<file path="src/rtl/clk_div_cfg_ctrl.sv">
// Configuration front-end for clk_div: accepts ratio/enable updates over valid/ready and
// lands them on a divided-period boundary so the divider never emits a runt or stretched pulse.
module clk_div_cfg_ctrl #(
    parameter int RATIO_W   = 3,
    parameter int DEF_RATIO = 2,
    parameter int MIN_RATIO = 1
) (
    input  logic               i_ref_clk,
    input  logic               i_rst,
    input  logic               i_cfg_valid,
    input  logic [RATIO_W-1:0] i_cfg_ratio,
    input  logic               i_cfg_en,
    output logic               o_cfg_ready,
    output logic [RATIO_W-1:0] o_div_ratio,
    output logic               o_clk_en,
    output logic               o_cfg_done,
    output logic               o_cfg_err,
    output logic               o_busy,
    output logic               o_period_tick
);

    localparam logic [1:0] ST_IDLE     = 2'd0;
    localparam logic [1:0] ST_WAIT_BND = 2'd1;
    localparam logic [1:0] ST_APPLY    = 2'd2;

    logic [1:0]         state_reg, state_next;
    logic [RATIO_W-1:0] div_ratio_reg;
    logic               clk_en_reg;
    logic [RATIO_W-1:0] cnt_reg;
    logic [RATIO_W-1:0] pend_ratio_reg;
    logic               pend_en_reg;
    logic               done_reg, done_next;
    logic               err_reg, err_next;

    logic               accept;
    logic               req_illegal;
    logic               req_same;
    logic               tick_w;
    logic               load_cfg;
    logic [RATIO_W-1:0] load_ratio;
    logic               load_en;

    assign accept      = i_cfg_valid && (state_reg == ST_IDLE);
    assign req_illegal = i_cfg_ratio < RATIO_W'(MIN_RATIO);
    assign req_same    = (i_cfg_ratio == div_ratio_reg) && (i_cfg_en == clk_en_reg);
    // Ratio 1 makes the last count 0, so every cycle is a boundary and cnt never leaves 0.
    assign tick_w      = clk_en_reg && (cnt_reg == div_ratio_reg - RATIO_W'(1));

    always_comb begin
        state_next = state_reg;
        load_cfg   = 1'b0;
        load_ratio = div_ratio_reg;
        load_en    = clk_en_reg;
        done_next  = 1'b0;
        err_next   = 1'b0;
        case (state_reg)
            ST_IDLE: begin
                if (accept) begin
                    if (req_illegal) begin
                        err_next = 1'b1;
                    end else if (req_same) begin
                        done_next = 1'b1;
                    end else if (!clk_en_reg) begin
                        // Stopped divider has no period to protect: apply straight from the request.
                        state_next = ST_APPLY;
                        load_cfg   = 1'b1;
                        load_ratio = i_cfg_ratio;
                        load_en    = i_cfg_en;
                        done_next  = 1'b1;
                    end else begin
                        state_next = ST_WAIT_BND;
                    end
                end
            end
            ST_WAIT_BND: begin
                if (tick_w) begin
                    state_next = ST_APPLY;
                    load_cfg   = 1'b1;
                    load_ratio = pend_ratio_reg;
                    load_en    = pend_en_reg;
                    done_next  = 1'b1;
                end
            end
            ST_APPLY: begin
                state_next = ST_IDLE;
            end
            default: begin
                state_next = ST_IDLE;
            end
        endcase
    end

    always_ff @(posedge i_ref_clk) begin
        if (i_rst) begin
            state_reg      <= ST_IDLE;
            div_ratio_reg  <= RATIO_W'(DEF_RATIO);
            clk_en_reg     <= 1'b0;
            cnt_reg        <= '0;
            pend_ratio_reg <= '0;
            pend_en_reg    <= 1'b0;
            done_reg       <= 1'b0;
            err_reg        <= 1'b0;
        end else begin
            state_reg <= state_next;
            done_reg  <= done_next;
            err_reg   <= err_next;
            if (accept) begin
                pend_ratio_reg <= i_cfg_ratio;
                pend_en_reg    <= i_cfg_en;
            end
            if (load_cfg) begin
                div_ratio_reg <= load_ratio;
                clk_en_reg    <= load_en;
                cnt_reg       <= '0;
            end else if (!clk_en_reg || tick_w) begin
                cnt_reg <= '0;
            end else begin
                cnt_reg <= cnt_reg + RATIO_W'(1);
            end
        end
    end

    assign o_cfg_ready   = (state_reg == ST_IDLE);
    assign o_busy        = (state_reg != ST_IDLE);
    assign o_div_ratio   = div_ratio_reg;
    assign o_clk_en      = clk_en_reg;
    assign o_cfg_done    = done_reg;
    assign o_cfg_err     = err_reg;
    assign o_period_tick = tick_w;

endmodule

</file>
<file path="config.mk">
export PLATFORM = sky130hd
export DESIGN_NAME = clk_div_cfg_ctrl
export DESIGN_NICKNAME = d
export VERILOG_FILES = /design/src/rtl/clk_div_cfg_ctrl.sv
export SDC_FILE = /design/constraint.sdc
export NUM_CORES = 1
export LEC_CHECK = 0
export ABC_AREA = 0
export ABC_CLOCK_PERIOD_IN_PS = 4400
export CORE_MARGIN = 8
export CORE_UTILIZATION = 40
export CTS_CLUSTER_DIAMETER = 60
export DETAILED_ROUTE_END_ITERATION = 10
export PLACE_DENSITY = 0.65
export SKIP_CTS_REPAIR_TIMING = 1
export SLEW_MARGIN = 30
export SYNTH_ARGS = -nofsm -noshare
export SYNTH_HDL_FRONTEND = slang
export SYNTH_SLANG_ARGS = --single-unit
</file>
<file path="constraint.sdc">
create_clock -name i_ref_clk -period 4.4 [get_ports i_ref_clk]
set_input_delay 0.44 -clock i_ref_clk [delete_from_list [all_inputs] [get_ports i_ref_clk]]
set_output_delay 0.44 -clock i_ref_clk [all_outputs]
set_load 0.01 [all_outputs]
</file>
==> results.cfg, run 1 <==
[clock_network]
ctsRootBufferMaster = clkbuf_4
clk_path_buf_depth = 2
ctsHtreeMaxLevel = 1
cts_buffers = 3
clkSinkCount = 15
clkLatencyLatePin_ns = 0.28
cts.clk_slew.worst_paths_ns = 0.08
cts_tree = yes

[pwr]
power_switching_mw = 0.0901
internal-power_mw = 0.230
vdd_drop_max_mv = 0.150
power.density_nw_per_um2 = 336
p_clk_share_pct = 23.6
p_leak_nw = 0.421
p_total_mw = 0.320
pwr-share-comb_pct = 27.7
p_seq_share_pct = 48.7
p_sw_share_pct = 28.1

[layout]
utilization_pct = 54.6
multiInputGateArea_um2 = 414
nFillCells = 175
drive_gt1_share_pct = 8.33
nNetsFinal = 107
diodes = 0
final_cell_mix = dfxtp_1, clkdlybuf4s50_1, nor2_1
area_growth_pct = 26.4
fin_cells = 121
stdcell_area_um2 = 952
ff_latch_area_um2 = 300

[placed_design]
port_buffers = 15
placedCellCount = 117
place_ws_ns = 2.03
hpwlAfterDp_um = 1140
gp_congestion = 0.745
placed_cell_area_um2 = 926

[floorplanning]
std_cell_rows = 15
dieWidth_um = 59.4
core-area_um2 = 1750
dieArea_um2 = 3530
die_h_um = 59.4
io_pins = 16
initial_core_util_pct = 43.2

[timing]
rsz0062_at_grt = false
hold_viol_final = 0
min_period_ns = 2.60
max_freq_mhz = 385
fin_worst_skew_ns = 0.00554
setup_viol = 0
relSlewSlack_pct = 57.6
worst-slew-pin-transition_ns = 0.635
fin_setup_tns_ns = 0
period_share_pct = 59.0
slew_viol_final = 0
hold_slack_ns = 0.467
finalWorstSetupSlack_ns = 1.80

[logic_synthesis]
synth_area_leader_cell = dfxtp_1
synth_warnings = 0
synth_top_family_by_area = simple AND/OR/NAND/NOR gates
muxShareOfSynthArea_pct = 14.1
synthSimpleGateAreaFrac_pct = 17.4
synthTopCellsByArea = dfxtp_1, mux2i_1, nor2_1, xor2_1, ha_1
synthAdderAreaFrac_pct = 4.98
synth_compound_area_share_pct = 8.47
synth-xor-area-share_pct = 9.97
ys_seq_area_share_pct = 39.9
synth.net_count = 89
ys_ff_latch = 15
syn_area_um2 = 753
synth_top_area_share_pct = 39.9
ys_types = 26
syn_avg_cell_area_um2 = 9.53
synthCells = 79

[setup_path]
arrival_ns = 2.16
max_stage_delay_ns = 0.57
crit_family = buffers and inverters
critPathBufInv = 2
endpoint_kind = primary output
path_cells = inv_1, ha_1, xnor3_1, nand3_1, nor2_1, clkdlybuf4s50_1
slowest_stage = clkdlybuf4s50_1
required_ns = 3.96
start_kind = flip-flop
critical_path_class = reg -> out
cp_max_fo = 4

[flow_run]
drv_cap = 0

[global_route]
grt_overflow = 0
grt_pass1_wl_um = 2500
grt_use_total_pct = 9.38
grt_max_degree = 14
antenna_found_initial = 0
grt_pass1_vias = 612

[drt]
wl_met2_um = 687
drt_iter0_drc = 7
antenna_left = 0
vias = 583
wl_met1_um = 611
routed.top_layer = met4
drt-pass1-iter-count = 4
avgViaCountPerCell = 4.82
post_drt_wl_per_cell_um = 11.7
routed_wl_um = 1420
post-route-drc-count = 0
wl_met3_um = 111

[run_status]
status = finished clean

[hold_path]
hold_path_class = reg -> reg
-- path summary, 6_finish.rpt --
check / slack (ns) / cells past startpoint / start / to
max: 1.80 / 6 / o_div_ratio[0] / o_period_tick
min: 0.47 / 1 / cnt_reg[0] / cnt_reg[0]
max reg2reg: 2.49 / 5 / o_clk_en / o_div_ratio[0]
min reg2reg: 0.47 / 1 / cnt_reg[0] / cnt_reg[0]
-- metal layers --
layer  GRT usage (%)  vias up
li1                -      297
met1            10.5      265
met2            14.8       19
met3            2.39        2
met4            7.17        0
met5               0        -
-- cells in the mapped netlist (all sizes together) --
cell type / instances
a211oi: 1
a32o: 1
buf: 1
clkbuf: 1
dfxtp: 15
ha: 3
inv: 8
mux2: 2
mux2i: 8
nand2: 5
nand2b: 1
nand3: 3
nor2: 14
nor2b: 2
nor3: 1
nor4: 1
o211a: 1
o21ai: 1
o32a: 1
o32ai: 1
or3: 1
xnor2: 1
xnor3: 1
xor2: 5
-- final cells by class --
class	count	area share, %
multi-input combinational	54	43.5
timing repair buffer	15	15.8
inverter	8	3.15
tap	25	3.29
sequential	15	31.5
clock buffer	4	2.76
-- kinds of logic after synthesis --
logic type / count (synthesis)
adder cells (fa/ha/maj): 3
flip-flops: 15
AND/OR/NAND/NOR: 28
AO/OA/AOI/OAI: 6
multiplexers: 10
buffers and inverters: 10
XOR/XNOR: 7
-- worst reg2reg max path, cell delays in order, from the launching register on --
cell     delay, ns
dfxtp_1       0.43
inv_1         0.11
ha_1          0.29
nor4_2        0.40
o32a_4        0.28
mux2_4        0.30
-- power groups by stage --
stage	registers (mW)	clock network, mW	logic (mW)
global route	0.158	0.0896	0.0980
finish	0.156	0.0754	0.0888
detailed placement	0.159	0	0.0899
CTS	0.156	0.0826	0.0902
floorplan	0.160	0	0.0554
global placement	0.159	0	0.0889
(Power assumes the default switching activity.)
==> inputs of run 2 (changes only) <==
- ABC_CLOCK_PERIOD_IN_PS: 4400 -> 2150
- PLACE_DENSITY: 0.65 -> 0.68
- clock period: 4.4 -> 2.15 ns (I/O delays scaled with it)
==> results.cfg, run 2 (synthesis results as in run 1) <==
[run_status]
status = finished clean

[global_route]
grt_max_degree = 14
grt_overflow = 0
grt_pass1_vias = 565
grt_pass1_wl_um = 2370
antenna_found_initial = 0
grt_use_total_pct = 8.99

[drt]
avgViaCountPerCell = 4.79
post_drt_wl_per_cell_um = 12.3
post-route-drc-count = 0
antenna_left = 0
drt-pass1-iter-count = 5
drt_iter0_drc = 12
routed_wl_um = 1530
vias = 594

[placed_design]
hpwlAfterDp_um = 1200
port_buffers = 15
gp_congestion = 0.762
placed_cell_area_um2 = 948

[pwr]
internal-power_mw = 0.477
p_sw_share_pct = 29.8
vdd_drop_max_mv = 0.364
p_clk_share_pct = 24.1
power.density_nw_per_um2 = 692
p_seq_share_pct = 46.9
p_leak_nw = 0.456
power_switching_mw = 0.203
pwr-share-comb_pct = 29.0

[timing]
max_freq_mhz = 520
relSlewSlack_pct = 68.6
rsz0062_at_grt = false
slew_viol_final = 0
worst-slew-pin-transition_ns = 0.470
period_share_pct = 89.4
fin_worst_skew_ns = 0.00226
fin_setup_tns_ns = 0
hold_slack_ns = 0.479
min_period_ns = 1.92
hold_viol_final = 0
setup_viol = 0

[clock_network]
ctsRootBufferMaster = clkbuf_4
clkLatencyLatePin_ns = 0.29
ctsHtreeMaxLevel = 1
cts_buffers = 3
cts.clk_slew.worst_paths_ns = 0.09
cts_tree = yes
clkSinkCount = 15
clk_path_buf_depth = 2

[floorplanning]
die_h_um = 59.4
dieWidth_um = 59.4
std_cell_rows = 15
core-area_um2 = 1750
dieArea_um2 = 3530
initial_core_util_pct = 43.2
io_pins = 16

[layout]
drive_gt1_share_pct = 14.1
nNetsFinal = 110
diodes = 0
area_growth_pct = 30.4
nFillCells = 167
final_cell_mix = dfxtp_1, clkdlybuf4s50_1, nor2_1
stdcell_area_um2 = 982
utilization_pct = 56.3

[setup_path]
slowest_stage = dfxtp_1
start_kind = flip-flop
required_ns = 2.34
max_stage_delay_ns = 0.45
crit_family = flip-flops
cp_max_fo = 6
critical_path_class = reg -> reg
endpoint_kind = flip-flop
arrival_ns = 2.11
path_cells = inv_1, ha_1, nor4_2, o32a_4, mux2_4
critPathBufInv = 1

[flow_run]
drv_cap = 0

[hold_path]
hold_path_class = reg -> reg
## run 2: changes by cell type in the layout (fill, tap and decap cells not counted), sizes merged
cell,previous run,this run
dlymetal6s2s,0,1
clkbuf,4,3
clkinv,0,1
clkdlybuf4s50,15,14
buf,0,3
## run 2: power by group through the flow
| stage | clock network, mW | logic [mW] | registers [mW] |
|---|---|---|---|
| floorplan | 0 | 0.113 | 0.328 |
| global placement | 0 | 0.193 | 0.324 |
| detailed placement | 0 | 0.196 | 0.325 |
| CTS | 0.172 | 0.197 | 0.319 |
| global route | 0.178 | 0.215 | 0.322 |
| finish | 0.163 | 0.197 | 0.319 |
## run 2: worst reg2reg max path, cell delays in order, from the launching register on
cell,delay [ns]
dfxtp_1,0.45
inv_1,0.12
ha_1,0.30
nor4_2,0.39
o32a_4,0.27
mux2_4,0.30
## run 2: cell type report
cell class / instances / area, um2 / area share [%]
clock buffers: 3 / 22.5 / 2.29
clock inverters: 1 / 5.00 / 0.510
inverters: 8 / 30.0 / 3.06
multi-input cells: 54 / 417 / 42.4
flip-flops and latches: 15 / 302 / 30.7
well taps: 25 / 31.3 / 3.18
repair buffers: 18 / 175 / 17.8
## run 2: routing by layer
metal / vias to the layer above / track usage (%) / share of wire (%)
met5: - / 0 / 0
li1: 302 / - / -
met2: 16 / 14.6 / 46
met1: 271 / 9.51 / 44
met3: 5 / 3.04 / 7.3
met4: 0 / 6.14 / 2.4
## run 2: stage by stage
stage | power [mW] | cells | worst slack (ns)
finish | 0.679 | 124 | 0.228
global route | 0.715 | 124 | 0.0762
CTS | 0.688 | 124 | -0.190
detailed placement | 0.522 | 120 | 0.0358
global placement | 0.517 | 120 | 0.0974
floorplan | 0.441 | 79 | 0.354
## run 2: path summary, 6_finish.rpt
kind         cells after the start             end  startpoint  slack (ns)
min                              1      cnt_reg[0]  cnt_reg[0]        0.48
max reg2reg                      5  o_div_ratio[0]    o_clk_en        0.23
max                              5  o_div_ratio[0]    o_clk_en        0.23
min reg2reg                      1      cnt_reg[0]  cnt_reg[0]        0.48
==> inputs of run 3 (changes only) <==
- ABC_CLOCK_PERIOD_IN_PS: 2150 -> 1900
- PLACE_DENSITY: 0.68 -> 0.65
- REMOVE_ABC_BUFFERS: default -> 1
- clock period: 2.15 -> 1.9 ns (I/O delays scaled with it)
==> results.cfg, run 3 (synthesis results as in run 1) <==
[run_status]
status = finished clean

[timing]
max_freq_mhz = 555
fin_worst_skew_ns = 0.00952
setup_viol = 0
hold_slack_ns = 0.470
slew_viol_final = 0
hold_viol_final = 0
rsz0062_at_grt = false
relSlewSlack_pct = 80.4
worst-slew-pin-transition_ns = 0.291
min_period_ns = 1.80
fin_setup_tns_ns = 0
period_share_pct = 94.9

[setup_path]
endpoint_kind = flip-flop
start_kind = flip-flop
cp_max_fo = 4
arrival_ns = 1.98
critical_path_class = reg -> reg
required_ns = 2.08

[floorplanning]
initial_core_util_pct = 43.2
core-area_um2 = 1750
dieArea_um2 = 3530
io_pins = 16
die_h_um = 59.4
dieWidth_um = 59.4
std_cell_rows = 15

[pwr]
p_leak_nw = 0.477
p_total_mw = 0.788
vdd_drop_max_mv = 0.421
power.density_nw_per_um2 = 764

[global_route]
grt_pass1_wl_um = 2650
grt_pass1_vias = 631
grtUsageMet1_pct = 11.1
grt_overflow = 0
grt.met2_usage_pct = 15.3
grt_max_degree = 9
grt_use_total_pct = 9.96
use_met3_pct = 4.99
grt-busiest-layer = met2
antenna_found_initial = 0

[clock_network]
clkLatencyLatePin_ns = 0.29
ctsRootBufferMaster = clkbuf_4
cts_buffers = 3
cts.clk_slew.worst_paths_ns = 0.09
ctsHtreeMaxLevel = 1
cts_tree = yes
clkSinkCount = 15
clk_path_buf_depth = 2

[placed_design]
port_buffers = 15
hpwlAfterDp_um = 1270
gp_congestion = 0.848

[drt]
drt-pass1-iter-count = 4
antenna_left = 0
routed_wl_um = 1550
avgViaCountPerCell = 4.67
post-route-drc-count = 0
post_drt_wl_per_cell_um = 11.8
vias = 616
drt_iter0_drc = 9

[hold_path]
hold_path_class = reg -> reg

[layout]
area_growth_pct = 36.9
diodes = 0
drive_gt1_share_pct = 19.6
final_cell_mix = dfxtp_1, clkdlybuf4s50_1, nor2_1
nNetsFinal = 118

[flow_run]
drv_cap = 0
run 3: cell count changes in the layout (fill, tap and decap cells not counted), sizes merged:
cell	before	now
buf	3	11
clkbuf	3	5
clkinv	1	0
dlymetal6s2s	1	0
run 3: report_power, final:
| group | internal [mW] | switching [mW] |
|---|---|---|
| Combinational | 0.141 | 0.111 |
| Sequential | 0.340 | 0.0132 |
| Clock | 0.0817 | 0.102 |
| Total | 0.562 | 0.226 |
run 3: worst max-delay path: stages, from the launching register on:
cell and delay (ns):
dfxtp_2 0.34, inv_1 0.05, ha_1 0.20, xnor3_1 0.27, nand3_1 0.11, buf_4 0.16
o32a_4 0.19, buf_4 0.16, o211a_1 0.21
run 3: path summary, 6_finish.rpt:
kind                                startpoint         end  slack (ns)  depth (start not counted)
worst max register to register  o_div_ratio[0]    o_clk_en         0.1                          8
worst min register to register      cnt_reg[0]  cnt_reg[0]        0.47                          1
worst max-delay path            o_div_ratio[0]    o_clk_en         0.1                          8
worst min-delay path                cnt_reg[0]  cnt_reg[0]        0.47                          1
run 3: area by class of cell:
| cell class | instances | area, um2 |
|---|---|---|
| sequential | 15 | 302 |
| timing repair buffer | 26 | 228 |
| clock buffer | 4 | 26.3 |
| tap | 25 | 31.3 |
| fill | 164 | 714 |
| multi-input combinational | 54 | 414 |
| inverter | 8 | 30.0 |
run 3: per-layer routing:
layer	routed length (um)	vias up
li1	-	322
met1	708	274
met4	26	0
met5	0	-
met3	125	4
met2	691	16
run 3: metrics by stage:
stage | instances | cell area [um2] | setup slack, ns | utilization, %
floorplan | 77 | 744 | 0.104 | -
global placement | 128 | 1010 | -0.0665 | 57.8
detailed placement | 128 | 1010 | -0.115 | 57.8
CTS | 132 | 1030 | -0.301 | 59.3
global route | 132 | 1030 | 0.0179 | 59.1
finish | 132 | 1030 | 0.0969 | 59.1
